## config.mk

```make
export PLATFORM = sky130hd
export DESIGN_NAME = hazard_scoreboard_flat
export DESIGN_NICKNAME = d
export VERILOG_FILES = /design/src/rtl/hazard_scoreboard_pkg.sv /design/src/rtl/hazard_scoreboard_if.sv /design/src/rtl/hazard_scoreboard_src_check.sv /design/src/rtl/hazard_scoreboard.sv /design/src/flat_wrapper.sv
export SDC_FILE = /design/constraint.sdc
export NUM_CORES = 1
export LEC_CHECK = 0
export BUFFER_PORTS_ARGS = -buffer_cell sky130_fd_sc_hd__buf_4
export CORE_MARGIN = 1.5
export CORE_UTILIZATION = 49
export DETAILED_ROUTE_END_ITERATION = 16
export PLACE_DENSITY_LB_ADDON = 0.08
export SYNTH_ARGS = -nofsm -noshare
export SYNTH_HDL_FRONTEND = slang
export SYNTH_SLANG_ARGS = --single-unit
```

## constraint.sdc

```tcl
create_clock -name clk -period 2.75 [get_ports clk]
set_input_delay 0.1375 -clock clk [delete_from_list [all_inputs] [get_ports clk]]
set_output_delay 0.1375 -clock clk [all_outputs]
set_load 0.005 [all_outputs]
```

## src/rtl/hazard_scoreboard_pkg.sv

```systemverilog
// rtl/hazard_scoreboard_pkg.sv - stage constants and legacy read-code conversion for the hazard scoreboard
package hazard_scoreboard_pkg;

  localparam int STAGE_ID  = 0;
  localparam int STAGE_EX  = 1;
  localparam int STAGE_MEM = 2;
  localparam int STAGE_WB  = 3;

  typedef enum logic [1:0] {
    RD_NONE = 2'b00,
    RD_EX   = 2'b01,
    RD_MEM  = 2'b10,
    RD_ID   = 2'b11
  } rd_code_e;

  typedef struct packed {
    logic       need;
    logic [1:0] stage;
  } src_use_t;

  // Maps the old 2-bit decoder read code onto the {need, stage} form.
  function automatic src_use_t decode_read_code(input logic [1:0] code);
    src_use_t u;
    u.need = (code != RD_NONE);
    case (code)
      RD_EX:   u.stage = 2'(STAGE_EX);
      RD_MEM:  u.stage = 2'(STAGE_MEM);
      RD_ID:   u.stage = 2'(STAGE_ID);
      default: u.stage = 2'(STAGE_ID);
    endcase
    return u;
  endfunction

endpackage

```

## src/rtl/hazard_scoreboard_if.sv

```systemverilog
// rtl/hazard_scoreboard_if.sv - ID-side request/response bundle of the hazard scoreboard
// Optional statistics outputs appear when HAZARD_STATS_EN is defined.
interface hazard_scoreboard_if #(
  parameter int REG_BITS = 5,
  parameter int SW       = 2
);
  logic                id_valid;
  logic [REG_BITS-1:0] id_rs;
  logic                id_rs_need;
  logic [SW-1:0]       id_rs_stage;
  logic [REG_BITS-1:0] id_rt;
  logic                id_rt_need;
  logic [SW-1:0]       id_rt_stage;
  logic                id_wr;
  logic [REG_BITS-1:0] id_rd;
  logic [SW-1:0]       id_ready;
  logic                flush;
  logic                freeze;
  logic                stall;
  logic [SW-1:0]       fwd_rs_src;
  logic [SW-1:0]       fwd_rt_src;
`ifdef HAZARD_STATS_EN
  logic [31:0]         stat_stall_cycles;
  logic [31:0]         stat_flush_cycles;
`endif

  modport master (
    output id_valid, id_rs, id_rs_need, id_rs_stage, id_rt, id_rt_need, id_rt_stage,
           id_wr, id_rd, id_ready, flush, freeze,
    input  stall, fwd_rs_src, fwd_rt_src
`ifdef HAZARD_STATS_EN
    , input stat_stall_cycles, stat_flush_cycles
`endif
  );

  modport slave (
    input  id_valid, id_rs, id_rs_need, id_rs_stage, id_rt, id_rt_need, id_rt_stage,
           id_wr, id_rd, id_ready, flush, freeze,
    output stall, fwd_rs_src, fwd_rt_src
`ifdef HAZARD_STATS_EN
    , output stat_stall_cycles, stat_flush_cycles
`endif
  );
endinterface

```

## src/rtl/hazard_scoreboard_src_check.sv

```systemverilog
// rtl/hazard_scoreboard_src_check.sv - youngest-match search and hazard compare for one source operand
module hazard_src_check #(
  parameter int REG_BITS = 5,
  parameter int DEPTH    = 3,
  parameter int SW       = 2
) (
  input  logic [REG_BITS-1:0]       i_src,
  input  logic                      i_need,
  input  logic [SW-1:0]             i_stage,
  input  logic                      i_id_valid,
  input  logic [DEPTH-1:0]          i_sb_valid,
  input  logic [DEPTH*REG_BITS-1:0] i_sb_dst,
  input  logic [DEPTH*SW-1:0]       i_sb_ready,
  output logic                      o_hazard,
  output logic [SW-1:0]             o_fwd_src
);
  logic          w_found;
  logic [SW-1:0] w_p;
  logic [SW-1:0] w_rdy;

  always_comb begin
    w_found = 1'b0;
    w_p     = '0;
    w_rdy   = '0;
    // Walk oldest to youngest so the lowest matching index overrides.
    for (int p = DEPTH; p >= 1; p--) begin
      if (i_sb_valid[p-1] && (i_sb_dst[(p-1)*REG_BITS +: REG_BITS] == i_src) && (i_src != '0)) begin
        w_found = 1'b1;
        w_p     = SW'(p);
        w_rdy   = i_sb_ready[(p-1)*SW +: SW];
      end
    end
    o_hazard  = i_need && i_id_valid && w_found &&
                (({1'b0, w_p} + {1'b0, i_stage}) <= {1'b0, w_rdy});
    o_fwd_src = w_p;
  end
endmodule

```

## src/rtl/hazard_scoreboard.sv

```systemverilog
// rtl/hazard_scoreboard.sv - in-flight destination scoreboard producing ID stall and forward-source stages
// Build option HAZARD_STATS_EN adds saturating stall/flush cycle counters.
module hazard_scoreboard
  import hazard_scoreboard_pkg::*;
#(
  parameter int REG_BITS = 5,
  parameter int DEPTH    = 3,
  parameter int SW       = 2
) (
  input logic              clk,
  input logic              rst,
  hazard_scoreboard_if.slave bus
);
  logic [DEPTH-1:0]          r_valid;
  logic [DEPTH*REG_BITS-1:0] r_dst;
  logic [DEPTH*SW-1:0]       r_ready;

  logic w_hazard_rs;
  logic w_hazard_rt;
  logic w_stall;
  logic w_push;

  hazard_src_check #(.REG_BITS(REG_BITS), .DEPTH(DEPTH), .SW(SW)) u_rs (
    .i_src      (bus.id_rs),
    .i_need     (bus.id_rs_need),
    .i_stage    (bus.id_rs_stage),
    .i_id_valid (bus.id_valid),
    .i_sb_valid (r_valid),
    .i_sb_dst   (r_dst),
    .i_sb_ready (r_ready),
    .o_hazard   (w_hazard_rs),
    .o_fwd_src  (bus.fwd_rs_src)
  );

  hazard_src_check #(.REG_BITS(REG_BITS), .DEPTH(DEPTH), .SW(SW)) u_rt (
    .i_src      (bus.id_rt),
    .i_need     (bus.id_rt_need),
    .i_stage    (bus.id_rt_stage),
    .i_id_valid (bus.id_valid),
    .i_sb_valid (r_valid),
    .i_sb_dst   (r_dst),
    .i_sb_ready (r_ready),
    .o_hazard   (w_hazard_rt),
    .o_fwd_src  (bus.fwd_rt_src)
  );

  // Flush outranks stall: a killed instruction must never hold the front end.
  assign w_stall   = (w_hazard_rs || w_hazard_rt) && !bus.flush && !rst;
  assign w_push    = bus.id_valid && bus.id_wr && (bus.id_rd != '0) && !w_stall && !bus.flush;
  assign bus.stall = w_stall;

  always_ff @(posedge clk or posedge rst) begin
    if (rst) begin
      r_valid <= '0;
      r_dst   <= '0;
      r_ready <= '0;
    end else if (!bus.freeze) begin
      r_valid <= {r_valid[DEPTH-2:0], w_push};
      r_dst   <= {r_dst[(DEPTH-1)*REG_BITS-1:0], bus.id_rd};
      r_ready <= {r_ready[(DEPTH-1)*SW-1:0], bus.id_ready};
    end
  end

  a_ready_range : assert property (@(posedge clk) disable iff (rst)
    (bus.id_valid && bus.id_wr) |-> ({1'b0, bus.id_ready} <= (SW+1)'(DEPTH)));

`ifdef HAZARD_STATS_EN
  logic [31:0] r_stat_stall;
  logic [31:0] r_stat_flush;

  always_ff @(posedge clk or posedge rst) begin
    if (rst) begin
      r_stat_stall <= '0;
      r_stat_flush <= '0;
    end else begin
      if (!bus.freeze && w_stall && (r_stat_stall != '1))
        r_stat_stall <= r_stat_stall + 32'd1;
      if (bus.flush && (r_stat_flush != '1))
        r_stat_flush <= r_stat_flush + 32'd1;
    end
  end

  assign bus.stat_stall_cycles = r_stat_stall;
  assign bus.stat_flush_cycles = r_stat_flush;
`endif
endmodule

```

## src/flat_wrapper.sv

```systemverilog
// flat-port wrapper written by rule: the top's interface ports become plain ports
module hazard_scoreboard_flat import hazard_scoreboard_pkg::*;
#(
  parameter int REG_BITS = 5,
  parameter int DEPTH    = 3,
  parameter int SW       = 2
)
  (clk, rst, bus_id_valid, bus_id_rs, bus_id_rs_need, bus_id_rs_stage, bus_id_rt, bus_id_rt_need, bus_id_rt_stage, bus_id_wr, bus_id_rd, bus_id_ready, bus_flush, bus_freeze, bus_stall, bus_fwd_rs_src, bus_fwd_rt_src);
  hazard_scoreboard_if #(.REG_BITS(REG_BITS), .SW(SW)) bus_i ();
  input logic clk;
  input logic rst;
  input wire logic [$bits(bus_i.id_valid)-1:0] bus_id_valid;
  input wire logic [$bits(bus_i.id_rs)-1:0] bus_id_rs;
  input wire logic [$bits(bus_i.id_rs_need)-1:0] bus_id_rs_need;
  input wire logic [$bits(bus_i.id_rs_stage)-1:0] bus_id_rs_stage;
  input wire logic [$bits(bus_i.id_rt)-1:0] bus_id_rt;
  input wire logic [$bits(bus_i.id_rt_need)-1:0] bus_id_rt_need;
  input wire logic [$bits(bus_i.id_rt_stage)-1:0] bus_id_rt_stage;
  input wire logic [$bits(bus_i.id_wr)-1:0] bus_id_wr;
  input wire logic [$bits(bus_i.id_rd)-1:0] bus_id_rd;
  input wire logic [$bits(bus_i.id_ready)-1:0] bus_id_ready;
  input wire logic [$bits(bus_i.flush)-1:0] bus_flush;
  input wire logic [$bits(bus_i.freeze)-1:0] bus_freeze;
  output wire logic [$bits(bus_i.stall)-1:0] bus_stall;
  output wire logic [$bits(bus_i.fwd_rs_src)-1:0] bus_fwd_rs_src;
  output wire logic [$bits(bus_i.fwd_rt_src)-1:0] bus_fwd_rt_src;
  assign bus_i.id_valid = bus_id_valid;
  assign bus_i.id_rs = bus_id_rs;
  assign bus_i.id_rs_need = bus_id_rs_need;
  assign bus_i.id_rs_stage = bus_id_rs_stage;
  assign bus_i.id_rt = bus_id_rt;
  assign bus_i.id_rt_need = bus_id_rt_need;
  assign bus_i.id_rt_stage = bus_id_rt_stage;
  assign bus_i.id_wr = bus_id_wr;
  assign bus_i.id_rd = bus_id_rd;
  assign bus_i.id_ready = bus_id_ready;
  assign bus_i.flush = bus_flush;
  assign bus_i.freeze = bus_freeze;
  assign bus_stall = bus_i.stall;
  assign bus_fwd_rs_src = bus_i.fwd_rs_src;
  assign bus_fwd_rt_src = bus_i.fwd_rt_src;
  hazard_scoreboard #(.REG_BITS(REG_BITS), .DEPTH(DEPTH), .SW(SW)) u_core (.clk(clk), .rst(rst), .bus(bus_i));
endmodule
```

* After elaboration in Yosys (flattened, before gate mapping)
Cells that the tools add are included.
Storage, ports and cells: bits of input ports 29, register bits after elaboration 24, output and inout bits 5
Operators by class: reductions and logical operators 31, $lt $le $gt $ge 2, mux-type cells 18, equal/unequal tests 6, add/subtract/negate cells 2
Operators with widths (number):
- $eq A5 B5 Y1 | 6
- $logic_and A1 B1 Y1 | 24
- $mux W2 | 12
- $reduce_bool A5 Y1 | 3
- $add A2 B2 Y3 | 2
- $le A3 B2 Y1 | 2
- $mux W1 | 6
- $logic_not A1 Y1 | 3
- $logic_or A1 B1 Y1 | 1

* Depth between registers and ports, before layout
Gate-level depths: netlist of the first run.
depth in word-level cells 15, mapped depth 12, gate-level depth less buffers 12

* Modules after synthesis
From an unflattened synthesis of the first run, not the netlist that was laid out.
Second synthesis, totals: cells, all modules 157, area, all modules 1721.7 µm²
Modules (own cells, without submodules):
- hazard_scoreboard | cells each 59, area an instance 920.9 µm², seq. area each 600.6 µm², times used 1
- hazard_src_check | cells each 49, area an instance 400.4 µm², seq. area each 0.0 µm², times used 2

* Least setup slack after synthesis of the first run
No wires, ideal clock.
path type register to output, from reg u_core.r_dst[9], to out bus_stall, arrival 2.947 ns, path slack -0.334 ns, cell stages (with the launch flop) 13, cells stage by stage dfrtp_1 > xnor2_1 > nand4_1 > or3_1 > a21o_1 > ha_1 > fa_1 > ha_1 > nor2b_1 > a2bb2oi_1 > nor3_1 > o31ai_1 > a211oi_1
On the way: word-level cells in the longest chain between the ends 11
Ends and longest elaborated chain:
- from (decl) | line hazard_scoreboard.sv:15 | logic [DEPTH*REG_BITS-1:0] r_dst;
- from (signal assigned) | line hazard_scoreboard.sv:59 | r_dst <= {r_dst[(DEPTH-1)*REG_BITS-1:0], bus.id_rd};
- $eq A5 B5 Y1 | line hazard_scoreboard_src_check.sv:27 | if (i_sb_valid[p-1] && (i_sb_dst[(p-1)*REG_BITS +: REG_BITS] == i_src) && (i_src != '0)) begin
- $logic_and A1 B1 Y1 (2 in a row) | line hazard_scoreboard_src_check.sv:27
- $mux W2 (2 in a row) | line hazard_scoreboard_src_check.sv:27
- named net bus_fwd_rs_src[0] | line flat_wrapper.sv:25 | output wire logic [$bits(bus_i.fwd_rs_src)-1:0] bus_fwd_rs_src;
- $add A2 B2 Y3 | line hazard_scoreboard_src_check.sv:34 | (({1'b0, w_p} + {1'b0, i_stage}) <= {1'b0, w_rdy});
- $le A3 B2 Y1 | line hazard_scoreboard_src_check.sv:34
- $logic_and A1 B1 Y1 | line hazard_scoreboard_src_check.sv:33 | o_hazard = i_need && i_id_valid && w_found &&
- $logic_or A1 B1 Y1 | line hazard_scoreboard.sv:48 | assign w_stall = (w_hazard_rs || w_hazard_rt) && !bus.flush && !rst;
- $logic_and A1 B1 Y1 (2 in a row) | line hazard_scoreboard.sv:48
- to (decl) | line flat_wrapper.sv:24 | output wire logic [$bits(bus_i.stall)-1:0] bus_stall;
The timed path passes the listed nets, and every way through them passes these cells.

* Final worst setup path of the first run
from reg u_core.r_dst[8], to out bus_stall
On the way: word-level cells in the longest chain between the ends 11
Ends and longest elaborated chain (line):
- $eq A5 B5 Y1 | hazard_scoreboard_src_check.sv:27
- $logic_and A1 B1 Y1 (2 in a row) | hazard_scoreboard_src_check.sv:27
- $mux W2 (2 in a row) | hazard_scoreboard_src_check.sv:27
- $add A2 B2 Y3 | hazard_scoreboard_src_check.sv:34
- $le A3 B2 Y1 | hazard_scoreboard_src_check.sv:34
- $logic_and A1 B1 Y1 | hazard_scoreboard_src_check.sv:33
- $logic_or A1 B1 Y1 * | hazard_scoreboard.sv:48
- $logic_and A1 B1 Y1 * (2 in a row) | hazard_scoreboard.sv:48
Mark *: on every way between the ends. The rest lies on a longest branch, timed or not.

==> results of run 1 <==
## layer usage
layer / global-route usage [%] / routed length (µm) / part of all wire (%)
met5: 0 / 0 / 0
met4: 9.726 / 93 / 2.3
met3: 2.521 / 185 / 4.5
met2: 43.01 / 2153 / 53
met1: 26.61 / 1662 / 41
## cell usage after synthesis
cell type and instances:
and2_1 2, nor4_1 1, mux2i_1 2, nor2b_1 2, buf_1 2, ha_1 6
nor3_1 6, mux2_2 23, xnor2_1 26, clkbuf_1 1, nor4b_1 2, nand2_1 9
a211oi_1 2, or4_1 2, nor2_1 5, and3_1 2, a2bb2oi_1 2, fa_1 2
nor3_2 1, nand4_1 6, nand2b_1 2, inv_1 3, a21oi_1 1, nor4_2 2
or4_4 1, o31ai_1 4, xor2_1 4, dfrtp_1 24, o21ai_0 2, o311a_1 2
nor2_2 1, or3_1 2, a21o_1 2, nor2_4 1
## registers in the layout, summed over array words and instances, names as in the netlist
register	count
u_core.r_dst	15
u_core.r_ready	6
u_core.r_valid	3
## logic make-up (layout without fill, tap and decap cells)
kind of cell | Yosys count | in the layout | synth area share [%]
and+or+nand+nor | 47 | 47 | 17.00
xor gates and xnor gates | 30 | 30 | 15.66
muxes | 25 | 25 | 16.63
DFF | 24 | 24 | 35.79
AOI/OAI and AO/OA | 15 | 15 | 6.711
adders and majority gates | 8 | 8 | 6.861
buffers and inverters | 6 | 82 | 1.342
## placed cells by master, fill, tap and decap left out, drive strengths merged, types with 6 or more instances in the layout
cell and count:
buf 75, dfrtp 24, ha 6, mux2 23, nand2 9, nand4 6
nor2 7, nor3 7, xnor2 26
## path summary, 6_finish.rpt
check	slack (ns)	cells past startpoint	to
setup / recovery	-0.83	13	bus_stall
min in group clk	0.05	2	u_core.r_dst[4]
max in group asynchronous	2.12	2	u_core.r_dst[0]
hold reg to reg	0.57	1	u_core.r_ready[4]
hold / removal	0.02	2	u_core.r_valid[0]
setup reg to reg	-0.38	13	u_core.r_valid[0]
## final cells by class
class / instances / area (µm²)
well taps: 46 / 57.56
flip-flops and latches: 24 / 601.8
multi-input cells: 125 / 1117
fillers: 268 / 923.4
repair buffers: 75 / 563.0
inverters: 3 / 11.26
clock buffers: 4 / 36.28
## power groups by stage
| stage | registers (mW) | clock network (mW) | logic, mW |
|---|---|---|---|
| 6_report | 0.464 | 0.188 | 0.293 |
| 5_1_grt | 0.470 | 0.208 | 0.319 |
| 4_1_cts | 0.462 | 0.195 | 0.292 |
| 3_5_place_dp | 0.469 | 0 | 0.278 |
| 3_3_place_gp | 0.469 | 0 | 0.269 |
| 2_1_floorplan | 0.450 | 0 | 0.168 |
## what timing repair did
action	in CTS	in global routing
buffers inserted	7	0
endpoints found under the setup margin	2	2
pin swaps	1	1
gates resized for setup	6	4
==> flow_summary_export.csv, run 1 <==
group,metric,value,unit
setup_path,path_cells,"xnor2_1 > nand4_1 > or3_4 > a21o_1 > ha_2 > fa_1 > ha_1 > nor2b_4 > a2bb2oi_2 > nor3_2 > o31ai_1 > a211oi_1 > buf_4",
clock_tree,clock_path_buffers,2,
run_status,violations,"negative setup slack",
drt,wl_per_cell,14.78,µm
pwr,ir_drop,0.0002966,V
clock_tree,holdBufCountCts,0,
drt,drt-pass1-iter-count,4,
grt,antenna_found_initial,0,
grt,grt_pass1_wl,6348,µm
setup_path,path_max_fanout,4,
place,placed_area,2278,µm²
grt,grt_max_degree,27,
clock_tree,cts_tree,"done",
setup_path,arrival,3.44,ns
drt,vias,1452,
setup_path,crit_path_start,"u_core.r_dst[8]",
clock_tree,clkTransAtPathRegs,0.13,ns
worst_hold_path,hp-class,"input port to asynchronous set/reset pin",
synth,ys_types,34,
sta,setup_tns,-1.208,ns
floorplan,die_y,61.52,µm
drt,ant_nets,0,
sta,post-route-period-util,130.1,%
drt,totalWireLength,4094,µm
setup_path,worstSetupStartpointType,"flop",
synth,synthCells,155,
setup_path,critPathSlowestCell,"dfrtp_1",
floorplan,placementRows,21,
finish,final_cells,277,
synth,post_synth.cell_area_avg,10.82,µm²
drt,drt_iter0_drc,41,
finish,postLayoutCoreUtil,72.11,%
synth,netlist_area,1678,µm²
sta,skew,0.001554,ns
synth,synth_seq_area_share,35.79,%
sta,slew_viol_final,0,
pwr,comb_power_share,31.0,%
sta,rsz0062_at_grt,"yes",
sta,hold_ws,0.01802,ns
finish,drive_gt1_share,51.95,%
sta,max_freq,279.5,MHz
clock_tree,cts_buffers,3,
floorplan,die_x,61.52,µm
sta,setup_viol,2,
place,dp.cells,269,
setup_path,cp.required,2.61,ns
sta,relSlewSlack,39.71,%
synth,syn_nets,192,
finish,antennaDiodeCount,0,
setup_path,r2r-start,"u_core.r_dst[8]",
synth,synth_seq_cells,24,
finish,final_net_count,269,
place,dp_slack,-0.5859,ns
clock_tree,cts_sinks,24,
clock_tree,h-tree-depth,1,
floorplan,core,3311,µm²
pwr,internal_power,665.7,µW
setup_path,cp-end-kind,"primary output",
setup_path,crit_family,"adder cells",
pwr,swShare,29.52,%
synth,synth_top_cell_by_area,"dfrtp_1",
place,dp_hpwl,3298,µm
floorplan,initial_core_util,50.68,%
pwr,p_leak,1.096,nW
sta,finalHoldViolCount,0,
floorplan,pin_count,34,
place,port_buffers,33,
setup_path,critPathBufInv,1,
sta,worst_pin_slew,0.9034,ns
finish,stdcell_area,2387,µm²
pwr,clkPwrFrac,19.9,%
grt,grt_util_all_layers,23.14,%
floorplan,dieArea,3784,µm²
pwr,seqPwrFrac,49.1,%
drt,remaining_drc_errors,0,
pwr,p_total,944.5,µW
sta,post-route-min-period,3.578,ns
clock_tree,cts_root_buf,"clkbuf_4",
pwr,p_per_area,395.6,nW/µm²
setup_path,path_class,"flop to primary output",
synth,yosysWarnings,0,
run_status,status,"complete, but fails checks",
clock_tree,insertion_delay,0.31,ns
synth,yosys-top-cells-area,"dfrtp_1 (36%), mux2_2 (15%), xnor2_1 (14%)",
place,globalplace.congestion,0.8597,
sta,setup_ws,-0.8277,ns
drt,vias_per_cell,5.242,
flow_run,cap_violations,0,
finish,syn2layout_area_growth,42.28,%
synth,yosys.area.top_type_share,35.79,%
setup_path,cpPeakStageDelay,0.46,ns
grt,grt_pass1_vias,1427,
grt,gr-total-overflow,0,
pwr,p_sw,278.8,µW
No activity file was read; power rests on OpenSTA's default activity.
==> run 2, diff against run 1 <==
--- a/config.mk
+++ b/config.mk
@@ -8,8 +8,10 @@
 export BUFFER_PORTS_ARGS = -buffer_cell sky130_fd_sc_hd__buf_4
 export CORE_MARGIN = 1.5
 export CORE_UTILIZATION = 49
+export CTS_CLUSTER_DIAMETER = 120
 export DETAILED_ROUTE_END_ITERATION = 16
 export PLACE_DENSITY_LB_ADDON = 0.08
 export SYNTH_ARGS = -nofsm -noshare
 export SYNTH_HDL_FRONTEND = slang
 export SYNTH_SLANG_ARGS = --single-unit
+export TNS_END_PERCENT = 10
==> run 2 against run 1 <==
Net effect: the run still ends with negative setup slack left; wire length rose by 2.2%; worst hold slack improved by 0.0064 ns; cell area fell by 3.3%; utilization fell by 2.4 points; setup slack got worse by 0.031 ns; critical endpoint unchanged; largest power group unchanged.
==> flow_summary_export.csv, run 2 (synthesis gave the netlist of run 1 again) <==
group,metric,value,unit
run_status,status,"complete, but fails checks",
run_status,violations,"negative setup slack",
finish,syn2layout_area_growth,37.58,%
setup_path,path_class,"flop to primary output",
grt,grt_max_degree,27,
setup_path,cp.required,2.61,ns
sta,post-route-min-period,3.609,ns
drt,totalWireLength,4184,µm
floorplan,die_y,61.52,µm
finish,antennaDiodeCount,0,
drt,vias_per_cell,5.404,
pwr,swShare,30.57,%
clock_tree,clock_path_buffers,2,
flow_run,cap_violations,0,
setup_path,worst-r2r-cell-count,13,
sta,slew_viol_final,0,
place,port_buffers,33,
finish,largest_reg_flops,15,
clock_tree,cts_buffers,3,
setup_path,worstSetupStartpointType,"flop",
place,globalplace.congestion,0.8359,
drt,drt-pass1-iter-count,4,
clock_tree,insertion_delay,0.32,ns
setup_path,path_cells,"xnor2_1 > nand4_1 > or3_4 > a21o_1 > ha_2 > fa_1 > ha_1 > nor2b_1 > a2bb2oi_1 > nor3_2 > o31ai_1 > a211oi_1 > buf_4",
floorplan,placementRows,21,
sta,finalHoldViolCount,0,
worst_hold_path,hp-class,"input port to asynchronous set/reset pin",
clock_tree,clkTransAtPathRegs,0.14,ns
sta,setup_viol,2,
floorplan,pin_count,34,
place,dp_hpwl,3387,µm
pwr,p_per_area,392.8,nW/µm²
floorplan,initial_core_util,50.68,%
pwr,clkPwrFrac,17.5,%
pwr,p_total,906.9,µW
sta,worst_pin_slew,0.9312,ns
finish,final_cell_mix,"buf_4 (69), mux2_2 (23), xnor2_1 (23)",
setup_path,rr_endpoint,"u_core.r_valid[0]",
grt,antenna_found_initial,0,
finish,drive_gt1_share,49.55,%
drt,drt_iter0_drc,28,
pwr,seqPwrFrac,51.5,%
drt,wl_per_cell,15.50,µm
finish,reg_top3,"u_core.r_dst: 15 flops, u_core.r_ready: 6 flops, u_core.r_valid: 3 flops",
grt,grt-busiest-layer,"met2",
clock_tree,cts_setup_buffers,0,
pwr,ir_drop,0.0003056,V
setup_path,r2r-start,"u_core.r_dst[7]",
setup_path,path_max_fanout,4,
pwr,p_sw,277.2,µW
grt,grtUsageMet3,3.151,%
setup_path,rrSetupSlack,-0.40,ns
drt,remaining_drc_errors,0,
setup_path,cp-end-kind,"primary output",
clock_tree,cts_tree,"done",
clock_tree,cts_root_buf,"clkbuf_4",
grt,grt_pass1_vias,1470,
setup_path,cpPeakStageDelay,0.46,ns
setup_path,crit_family,"adder cells",
clock_tree,h-tree-depth,1,
finish,fill_cells,286,
pwr,comb_power_share,31.1,%
finish,final_net_count,263,
sta,rsz0062_at_grt,"yes",
grt,grt_util_all_layers,23.97,%
sta,post-route-period-util,131.2,%
drt,vias,1459,
drt,ant_nets,0,
setup_path,critPathBufInv,1,
floorplan,die_x,61.52,µm
pwr,internal_power,629.6,µW
finish,postLayoutCoreUtil,69.73,%
setup_path,critPathSlowestCell,"dfrtp_1",
floorplan,core,3311,µm²
grt,met1_usage,26.34,%
finish,layout_commonest_cell,"buf_4",
grt,grt_pass1_wl,6555,µm
grt,met2_usage,46.32,%
setup_path,arrival,3.47,ns
pwr,p_leak,1.068,nW
grt,gr-total-overflow,0,
clock_tree,cts_sinks,24,
floorplan,dieArea,3784,µm²
sta,setup_ws,-0.8586,ns
sta,relSlewSlack,37.85,%
finish,largest-register,"u_core.r_dst",
clock_tree,holdBufCountCts,0,
sta,max_freq,277.1,MHz
sta,skew,0.009458,ns
[run 2: metrics by stage]
stage | area, µm² | setup TNS (ns) | worst slack (ns) | hold slack, ns | instances
2_1_floorplan | 1688 | -0.3612 | -0.2498 | 0.1521 | 155
6_report | 2308 | -1.260 | -0.8586 | 0.02439 | 270
3_3_place_gp | 2252 | -1.011 | -0.5745 | 0.3710 | 267
5_1_grt | 2308 | -1.612 | -1.066 | 0.03772 | 270
3_5_place_dp | 2252 | -1.013 | -0.5698 | 0.3805 | 267
4_1_cts | 2277 | -1.350 | -0.9096 | 0.04701 | 270
[run 2: what timing repair did]
| item | CTS | global route |
|---|---|---|
| gates cloned | 0 | 0 |
| setup endpoints to repair | 2 | 2 |
| resized for setup | 1 | 7 |
[run 2: area by class of cell]
| class | count | area [µm²] | area share, % |
|---|---|---|---|
| multi-input combinational | 125 | 1095 | 47.43 |
| clock buffer | 3 | 22.52 | 0.9756 |
| inverter | 3 | 11.26 | 0.4878 |
| timing repair buffer | 69 | 518.0 | 22.44 |
| sequential | 24 | 604.3 | 26.18 |
| tap | 46 | 57.56 | 2.493 |
[run 2: worst register-to-register path, cell delays in order (launching register included)]
cell       delay (ns)
dfrtp_1          0.46
xnor2_1          0.17
nand4_1          0.19
or3_4            0.37
a21o_1           0.19
ha_2             0.18
fa_1             0.44
ha_1             0.31
nor2b_1          0.13
a2bb2oi_1        0.13
nor3_2           0.13
buf_4            0.13
o311a_1          0.17
nor3_2           0.04
[run 2: worst max path at each step]
stage	start	to	slack (ns)	cells past startpoint
6_report	u_core.r_dst[7]	bus_stall	-0.86	13
5_1_grt	u_core.r_dst[7]	bus_stall	-1.07	13
4_1_cts	u_core.r_dst[9]	bus_stall	-0.91	13
3_5_place_dp	bus_id_rs[1]	bus_stall	-0.57	14
3_3_place_gp	bus_id_rs[1]	bus_stall	-0.57	14
2_1_floorplan	u_core.r_dst[5]	bus_stall	-0.25	12
[run 2: layer usage]
layer  vias to the layer above  share of wire (%)  wire [µm]
met2                        46                 54       2246
met1                       705                 40       1679
li1                        702                  -          -
met3                         6                4.5        189
met4                         0                1.6         68
met5                         -                  0          0
[run 2: power by group through the flow]
stage	sequential (mW)	combinational [mW]	clock, mW
3_3_place_gp	0.467	0.265	0
3_5_place_dp	0.469	0.276	0
6_report	0.467	0.282	0.158
2_1_floorplan	0.450	0.166	0
5_1_grt	0.473	0.307	0.175
4_1_cts	0.462	0.277	0.161
